`config.mk`:
```
export PLATFORM = sky130hd
export DESIGN_NAME = mem_access_stage
export DESIGN_NICKNAME = d
export VERILOG_FILES = /design/src/rtl/mem_access_stage_pkg.sv /design/src/rtl/mem_access_stage_dm_lane_align.sv /design/src/rtl/mem_access_stage.sv
export SDC_FILE = /design/constraint.sdc
export NUM_CORES = 1
export LEC_CHECK = 0
export ABC_AREA = 1
export BUFFER_PORTS_ARGS = -buffer_cell sky130_fd_sc_hd__buf_2
export CAP_MARGIN = 10
export CORE_ASPECT_RATIO = 0.7
export CORE_UTILIZATION = 44
export DETAILED_ROUTE_END_ITERATION = 6
export HOLD_SLACK_MARGIN = 0.06
export PLACE_DENSITY_LB_ADDON = 0.12
export RECOVER_POWER = 50
export SYNTH_ARGS = -nofsm -noshare
export SYNTH_HDL_FRONTEND = slang
export SYNTH_HIERARCHICAL = 1
export SYNTH_SLANG_ARGS = --single-unit
export TNS_END_PERCENT = 100
```
`constraint.sdc`:
```
create_clock -name clk -period 1.8 [get_ports clk]
set_clock_uncertainty 0.15 [all_clocks]
set_input_delay 0.18 -clock clk [delete_from_list [all_inputs] [get_ports clk]]
set_output_delay 0.18 -clock clk [all_outputs]
set_load 0.005 [all_outputs]
```
`src/rtl/mem_access_stage_pkg.sv`:
```
`default_nettype none
// ============================================================================
// Module      : mem_access_stage_pkg
// Description : Shared encodings for the memory-access stage: data-memory
//               access widths, write-back source select, FSM states, and an
//               alignment helper.
// Revision    : 1.0 - initial release
// ============================================================================
package mem_access_stage_pkg;

    // Width of the program counter carried down the pipeline
    localparam int IM_ADDR_BIT = 32;

    // Data-memory access width / sign encodings
    localparam int DM_OP_BIT = 3;
    localparam logic [DM_OP_BIT-1:0] DM_OP_WD = 3'd0;
    localparam logic [DM_OP_BIT-1:0] DM_OP_UH = 3'd1;
    localparam logic [DM_OP_BIT-1:0] DM_OP_SH = 3'd2;
    localparam logic [DM_OP_BIT-1:0] DM_OP_UB = 3'd3;
    localparam logic [DM_OP_BIT-1:0] DM_OP_SB = 3'd4;

    // Write-back source select
    localparam int MUX_RF_DATAW_BIT = 2;
    localparam logic [MUX_RF_DATAW_BIT-1:0] DATAW_ALU = 2'd0;
    localparam logic [MUX_RF_DATAW_BIT-1:0] DATAW_DM  = 2'd1;
    localparam logic [MUX_RF_DATAW_BIT-1:0] DATAW_PC4 = 2'd2;

    // Access FSM states
    localparam int STATE_BIT = 2;
    localparam logic [STATE_BIT-1:0] ST_IDLE = 2'd0;
    localparam logic [STATE_BIT-1:0] ST_BUSY = 2'd1;
    localparam logic [STATE_BIT-1:0] ST_DONE = 2'd2;

    // Words need a 4-byte boundary, halves a 2-byte boundary, bytes never fault
    function automatic logic is_aligned(input logic [DM_OP_BIT-1:0] op,
                                        input logic [1:0]           addr_lo);
        logic ok;
        ok = 1'b1;
        case (op)
            DM_OP_UH, DM_OP_SH: ok = (addr_lo[0] == 1'b0);
            DM_OP_UB, DM_OP_SB: ok = 1'b1;
            default:            ok = (addr_lo == 2'b00);
        endcase
        return ok;
    endfunction

endpackage
`default_nettype wire

```
`src/rtl/mem_access_stage_dm_lane_align.sv`:
```
`default_nettype none
// ============================================================================
// Module      : dm_lane_align
// Description : Byte-lane steering for data memory. Produces store byte
//               enables and replicated store data, and extracts/extends the
//               addressed lane of the raw read data.
// Revision    : 1.0 - initial release
// ============================================================================
module dm_lane_align
    import mem_access_stage_pkg::*;
(
    input  logic [1:0]           addr_lo,
    input  logic [DM_OP_BIT-1:0] op,
    input  logic [31:0]          store_data,
    input  logic [31:0]          rdata_raw,
    output logic [3:0]           be,
    output logic [31:0]          wdata,
    output logic [31:0]          load_data
);

    logic [15:0] w_half;
    logic [7:0]  w_byte;

    // Select the half and byte lanes addressed by the low address bits
    always_comb begin
        w_half = addr_lo[1] ? rdata_raw[31:16] : rdata_raw[15:0];
        case (addr_lo)
            2'd0:    w_byte = rdata_raw[7:0];
            2'd1:    w_byte = rdata_raw[15:8];
            2'd2:    w_byte = rdata_raw[23:16];
            default: w_byte = rdata_raw[31:24];
        endcase
    end

    // Store enables/data replicated across lanes, and load extension by op
    always_comb begin
        be        = 4'b1111;
        wdata     = store_data;
        load_data = rdata_raw;
        case (op)
            DM_OP_UH, DM_OP_SH: begin
                be        = addr_lo[1] ? 4'b1100 : 4'b0011;
                wdata     = {2{store_data[15:0]}};
                load_data = (op == DM_OP_SH) ? {{16{w_half[15]}}, w_half}
                                             : {16'h0000, w_half};
            end
            DM_OP_UB, DM_OP_SB: begin
                be        = 4'b0001 << addr_lo;
                wdata     = {4{store_data[7:0]}};
                load_data = (op == DM_OP_SB) ? {{24{w_byte[7]}}, w_byte}
                                             : {24'h000000, w_byte};
            end
            default: begin
                be        = 4'b1111;
                wdata     = store_data;
                load_data = rdata_raw;
            end
        endcase
    end

endmodule
`default_nettype wire

```
`src/rtl/mem_access_stage.sv`:
```
`default_nettype none
// ============================================================================
// Module      : mem_access_stage
// Description : MEM stage of the 5-stage core. Runs loads/stores over a
//               req/ack data bus, stalls upstream while an access is in
//               flight, flags misalignment and ack timeouts, and selects the
//               write-back data.
// Revision    : 1.0 - initial release
// ============================================================================
module mem_access_stage
    import mem_access_stage_pkg::*;
#(
    parameter int DM_ADDR_BIT = 32,
    parameter int ACK_TIMEOUT = 16
) (
    input  logic                        clk,
    input  logic                        rst_n,
    input  logic [IM_ADDR_BIT-1:0]      pc_4,
    input  logic [31:0]                 alu_data_res,
    input  logic [31:0]                 regfile_data_b,
    input  logic [DM_OP_BIT-1:0]        datamem_op,
    input  logic                        datamem_w_en,
    input  logic [MUX_RF_DATAW_BIT-1:0] mux_regfile_data_w,
    input  logic                        regfile_w_en,
    input  logic                        halt,
    output logic                        stall,
    output logic [31:0]                 wb_data,
    output logic                        wb_w_en,
    output logic                        dm_req,
    output logic                        dm_we,
    output logic [DM_ADDR_BIT-1:0]      dm_addr,
    output logic [3:0]                  dm_be,
    output logic [31:0]                 dm_wdata,
    input  logic                        dm_ack,
    input  logic [31:0]                 dm_rdata,
    output logic                        misalign_err,
    output logic                        bus_err,
    output logic                        halted
);

    localparam int CNT_BIT = $clog2(ACK_TIMEOUT);
    localparam logic [CNT_BIT-1:0] C_CNT_LAST = CNT_BIT'(ACK_TIMEOUT - 1);

    logic [STATE_BIT-1:0] r_state;
    logic [STATE_BIT-1:0] w_state_nxt;
    logic [CNT_BIT-1:0]   r_cnt;
    logic [31:0]          r_rdata;
    logic                 r_err;
    logic                 r_halted;

    logic        w_mem_op;
    logic        w_aligned;
    logic        w_access;
    logic        w_misalign;
    logic [3:0]  w_be;
    logic [31:0] w_wdata;
    logic [31:0] w_load_ext;
    logic [31:0] w_pass;
    logic [31:0] w_addr_word;

    dm_lane_align u_lane_align (
        .addr_lo    (alu_data_res[1:0]),
        .op         (datamem_op),
        .store_data (regfile_data_b),
        .rdata_raw  (dm_rdata),
        .be         (w_be),
        .wdata      (w_wdata),
        .load_data  (w_load_ext)
    );

    // Decode whether this instruction starts a bus access; held reset keeps
    // the combinational stall/error outputs quiet
    always_comb begin
        w_mem_op   = datamem_w_en | (mux_regfile_data_w == DATAW_DM);
        w_aligned  = is_aligned(datamem_op, alu_data_res[1:0]);
        w_access   = w_mem_op & ~r_halted & w_aligned & rst_n;
        w_misalign = w_mem_op & ~r_halted & ~w_aligned & rst_n
                   & (r_state == ST_IDLE);
        w_pass     = (mux_regfile_data_w == DATAW_PC4) ? pc_4 : alu_data_res;
    end

    // State register, ack-timeout counter and captured load data
    always_ff @(posedge clk or negedge rst_n) begin
        if (!rst_n) begin
            r_state <= ST_IDLE;
            r_cnt   <= '0;
            r_rdata <= '0;
            r_err   <= 1'b0;
        end else begin
            r_state <= w_state_nxt;
            case (r_state)
                ST_IDLE: begin
                    r_cnt <= '0;
                    r_err <= 1'b0;
                end
                ST_BUSY: begin
                    if (dm_ack) begin
                        r_rdata <= w_load_ext;
                        r_cnt   <= '0;
                    end else if (r_cnt == C_CNT_LAST) begin
                        r_rdata <= '0;
                        r_err   <= 1'b1;
                        r_cnt   <= '0;
                    end else begin
                        r_cnt <= r_cnt + 1'b1;
                    end
                end
                default: r_cnt <= '0;
            endcase
        end
    end

    // Sticky halt, set only when the halt instruction sits in an idle stage
    always_ff @(posedge clk or negedge rst_n) begin
        if (!rst_n) begin
            r_halted <= 1'b0;
        end else if ((r_state == ST_IDLE) && halt) begin
            r_halted <= 1'b1;
        end
    end

    // Next-state, stall and write-back selection
    always_comb begin
        w_state_nxt = r_state;
        stall       = 1'b0;
        wb_data     = w_pass;
        wb_w_en     = regfile_w_en;
        bus_err     = 1'b0;
        case (r_state)
            ST_IDLE: begin
                if (w_access) begin
                    stall       = 1'b1;
                    w_state_nxt = ST_BUSY;
                end
                if (w_misalign) begin
                    wb_w_en = 1'b0;
                end
            end
            ST_BUSY: begin
                stall = 1'b1;
                if (dm_ack || (r_cnt == C_CNT_LAST)) begin
                    w_state_nxt = ST_DONE;
                end
            end
            ST_DONE: begin
                wb_data     = r_err ? 32'h0000_0000 : r_rdata;
                w_state_nxt = ST_IDLE;
                if (r_err) begin
                    bus_err = 1'b1;
                    wb_w_en = 1'b0;
                end
            end
            default: w_state_nxt = ST_IDLE;
        endcase
    end

    // Bus drive: request decodes straight from BUSY; address/data follow the
    // inputs, which the stall holds stable for the whole access
    always_comb begin
        w_addr_word  = {alu_data_res[31:2], 2'b00};
        dm_req       = (r_state == ST_BUSY);
        dm_we        = dm_req & datamem_w_en;
        dm_be        = dm_req ? w_be : 4'b0000;
        dm_addr      = w_addr_word[DM_ADDR_BIT-1:0];
        dm_wdata     = w_wdata;
        misalign_err = w_misalign;
        halted       = r_halted;
    end

endmodule
`default_nettype wire

```
# After elaboration in Yosys (flattened, before gate mapping)
# Cells that the tools add are included.
# word_totals
out_inout_bits,107
latchBits,0
elab_cells,75
mem_bits_ro,0
register_bits,40
memories,0
ram_bits,0
# op_classes
bitwise_logic,11
n_eq_ne,15
add_sub_neg,1
n_reduce_logical,11
shifts,1
magnitude_cmp,0
n_mux,31
n_div,0
n_mul,0
# ops
operator,count
$mux W32,7
$pmux W32 S2,2
$pmux W8 S3,1
$mux W4,5
$mux W16,1
$pmux W1 S2,4
$pmux W4 S2,1
$and A1 B1 Y1,7
$mux W1,7
$eq A2 B1 Y1 const B,3
$eq A2 B2 Y1 const B,3
$eq A3 B2 Y1 const B,2
$add A4 B1 Y4 const B,1
$eq A4 B4 Y1 const B,1
$logic_not A2 Y1,2
$mux W2,2
$ne A2 B1 Y1 const B,2
$ne A2 B2 Y1 const B,2
$pmux W2 S2,1
$reduce_and A2 Y1,2
$reduce_bool A2 Y1,2
$reduce_or A2 Y1,2
$shl A1 B2 Y4 const A,1
$eq A3 B1 Y1 const B,1
6 further kinds,8

# Depth between registers and ports, before layout
# depth
word_depth,9
depth_mapped,10
depth_no_buf,9

# By module
# Netlist, hierarchy kept.
# by_module_without_submodules
module,area_per_inst_um2,n_inst,seq_area_each_um2,cells_per_inst
mem_access_stage,2715.1,1,1001.0,361
dm_lane_align,1305.0,1,0.0,284

# Worst setup path before layout
# Ideal clock, no wire load.
# synth_timing
path_type,register to register
startpoint,register r_cnt[0]
endpoint,register r_rdata[0]
stages_incl_launch_ff,8
t_required_ps,1531
path_slack_ps,282
arrival_ps,1249
cell_sequence,dfrtp_1 > ha_1 > nand2_1 > nor2_1 > nor3_4 > nor2_4 > buf_6 > o21ai_2
# synth_between
elab_chain_cells,3
# synth_lines
element,line,text
from (decl),mem_access_stage.sv:46,logic [CNT_BIT-1:0] r_cnt;
from (signal assigned),mem_access_stage.sv:105,r_cnt <= r_cnt + 1'b1;
$eq A4 B4 Y1,mem_access_stage.sv:100,end else if (r_cnt == C_CNT_LAST) begin
$reduce_bool A2 Y1 (no line),n/a,
$reduce_and A2 Y1 (no line),n/a,
to (signal assigned),mem_access_stage.sv:98,r_rdata <= w_load_ext;
to (decl),mem_access_stage.sv:47,logic [31:0] r_rdata;
# Every way passes these cells.
# A chain may end at the register's enable or synchronous reset.

# Final worst setup path
# layout_timing
startpoint,register r_state[0]
endpoint,output dm_be[2]
# layout_between
elab_chain_cells,2
# layout_lines
element,line,text
from (decl),mem_access_stage.sv:44,logic [STATE_BIT-1:0] r_state;
from (signal assigned),mem_access_stage.sv:90,r_state <= w_state_nxt;
$eq A2 B1 Y1,mem_access_stage.sv:161,dm_req = (r_state == ST_BUSY);
$mux W4,mem_access_stage.sv:163,dm_be = dm_req ? w_be : 4'b0000;
to (decl),mem_access_stage.sv:32,"output logic [3:0] dm_be,"
# Every way passes these cells.

==> impl_results.md <==
* Static Leak at 3.14 nW
* Mapped Area at 4020 µm²
* Fin crit share at 99.5%
* Fmax achieved at 559 MHz
* Pwr Density at 522 nW/µm²
* Worst-path clk slew at 0.06 ns
* Final Hold Fails at 0
* Worst setup EP type: output port
* Chip width at ~120 µm
* YS warnings at 6
* Dpl hpwl at 10,500 µm
* Comb power frac at 35.9%
* Most frequent cells in the layout: buf_2, nand2_1, nand3_1
* CTS tree: done
* Slowest cell on crit path: dfrtp_1
* H-tree levels at 2
* Drt first-iter violations at 407
* CP max FO at 5
* Hold Path Class: primary input to flip-flop
* Nets at around 1,000
* Seq/Total Area, Yosys at between 20% and 30%
* Mapped Avg Cell Area at between 6 and 7 µm²
* DRT Pass-1 Iters at 5
* Worst slew pin tran at 1.01 ns
* Initial antenna violation count at 0
* Hold Slack at 0.0977 ns
* Sw frac at 33.5%
* # DRC at 0
* Die Y at 82.0 µm
* Placeable core area at approximately 8700 µm²
* Final wirelength at about 15,000 µm
* Max-cap check violation count at 0
* Ant. Diodes at 0
* Max Slew Vio Count at 0
* Post-synth ARST share at 100%
* Yosys cell types at 28
* Grt ovf at 0
* Share of layout cells above drive strength 1 at 37.7%
* Number of synthesized flops with an enable pin at 0
* Largest net degree at the start of global routing at 41
* P_int at 1.95 mW
* Worst Path Required at 1.47 ns
* Crit path buf inv count at 5
* Crit path time final at 1.79 ns
* All-Layer GR Usage at 29.4%
* CTS Sinks at 40
* Startpoint Class: flip-flop
* CP peak stage delay at approximately 0.37 ns
* Predominant post-synthesis flop cell: dfrtp_1
* Post-Syn Instances at 645
* Initial core utilization at 46.5%
* Row count at 28
* CP arrival at 1.46 ns
* Die area at 9530 µm²
* Worst VDD drop at 0.328 mV
* Net Switching at 0.985 mW
* Power Total at 2.94 mW
* Crit path max-delay family: buffers and inverters
* Post-route ant nets at 0
* Reg power frac at 34.1%
* Wire per inst at about 15 µm
* IO Pins at 246
* Vias in the first global route at 4,443
* Worst skew pair latency at 0.28 ns
* Relative slew slack at between 30% and 40%
* Bufs on Longest Clock Path at 2
* Run status: finished, final reports clean
* First-pass GRT wire length at between 20,000 and 25,000 µm
* Clock power share at 30.0%
* Critical path's most frequent cell: buf_6
* Synth Register Bits at 40
* Drt via density at 5.20
* # setup viols final at 0
* Crit path cell chain: inv_2, buf_6, nor2_4, clkinv_4, buf_6, nor2_1, buf_2
* CTS buffer count at 5
* Area Growth Syn to Fin at 40.0%
* Final GP Congestion at 0.877
* I/O Buffers at 243
* Vias at approximately 5,000
* Most common cell after layout, fill and taps aside: buf_2
* RSZ-0062 raised after global routing: yes
* Setup CP Type: flip-flop to output port
* Root buffer cell: clkbuf_16
registers in the layout (all words and copies together) (netlist names):
signal	count
r_rdata	32
r_cnt	4
r_err	1
halted	1
r_state	2
final cells by class:
class	count	area [µm²]
clock buffer	5	125
clock inverter	3	18.8
fill	827	3020
inverter	79	304
multi-input combinational	448	2280
sequential	40	1000
tap	120	150
timing repair buffer	289	1750
cell families (layout without fill, tap and decap cells):
kind of cell               after synthesis  in the layout  share of synthesized area (%)
and+or+nand+nor                        323            324                           35.5
buffers and inverters                  159            376                           20.4
AOI/OAI and AO/OA                      121            121                           18.8
DFF                                     40             40                           24.9
adders and majority gates                1              1                          0.311
other                                    1              2                         0.0933
worst reg2reg max path, stage by stage, from the launching register on:
cell and delay, ns:
dfrtp_1 0.37, inv_2 0.09, buf_6 0.13, nor2_4 0.15, clkinv_4 0.10, nor3_4 0.23, nor2_4 0.08, buf_12 0.16
o21ai_0 0.19
stage by stage:
step                instances  TNS [ns]  worst slack (ns)  utilization, %  instance area [µm²]
finish                    984         0           0.00975            65.1                 5630
global placement          955     -8.01            -0.350            59.2                 5120
global route              984    -0.909           -0.0708            65.1                 5630
floorplan                 646         0             0.282               -                 4020
detailed placement        955    -11.00            -0.457            59.2                 5120
CTS                       973    -0.710           -0.0445            63.0                 5450
synth_stat cells, types with 2 or more instances:
cell type | count | share of area, %
inv_1 | 75 | 7.0
inv_2 | 3 | 0.28
o22ai_1 | 31 | 4.8
nand3_2 | 2 | 0.50
nand3_1 | 117 | 15
nor2_1 | 66 | 6.2
nand2_1 | 128 | 12
o21ai_2 | 29 | 6.3
dfrtp_1 | 40 | 25
buf_2 | 10 | 1.2
buf_4 | 45 | 8.4
nor2_4 | 2 | 0.56
clkbuf_1 | 20 | 1.9
a21oi_1 | 3 | 0.37
buf_6 | 5 | 1.4
o21ai_0 | 57 | 7.1
power groups by stage:
stage | sequential [mW] | combinational, mW | clock (mW)
2_1_floorplan | 1.01 | 0.608 | 0
3_3_place_gp | 1.02 | 1.01 | 0
3_5_place_dp | 1.02 | 1.03 | 0
4_1_cts | 1.00 | 1.04 | 0.883
5_1_grt | 1.01 | 1.18 | 0.925
6_report | 1.00 | 1.06 | 0.882
repair_timing:
action | in CTS | in global routing
resized for setup | 10 | 30
hold buffers | 2 | 0
setup buffers | 5 | 8
endpoints found under the hold margin | 41 | 0
endpoints found under the setup margin | 66 | 58
pin swaps | 3 | 5
cloned | 3 | 3
final timing paths:
| kind | slack (ns) | depth (start not counted) | start | to |
|---|---|---|---|---|
| min | 0.1 | 4 | dm_ack | r_cnt[3] |
| max reg2reg | 0.06 | 8 | r_state[0] | r_rdata[31] |
| min reg2reg | 0.35 | 2 | halted | halted |
| min in group asynchronous | 0.54 | 3 | rst_n | r_rdata[31] |
| max | 0.01 | 7 | r_state[0] | dm_be[2] |
| max in group asynchronous | 0.32 | 3 | rst_n | r_rdata[7] |
layer usage:
| metal | part of all wire, % | vias up | track usage [%] | routed length [µm] |
|---|---|---|---|---|
| met1 | 44 | 2375 | 40.1 | 6440 |
| met5 | 0 | - | 0 | 0 |
| met3 | 7.6 | 11 | 4.13 | 1120 |
| li1 | - | 2511 | - | - |
| met4 | 0.66 | 0 | 5.38 | 96 |
| met2 | 48 | 222 | 50.0 | 6950 |
No activity file was read; power rests on OpenSTA's default activity.
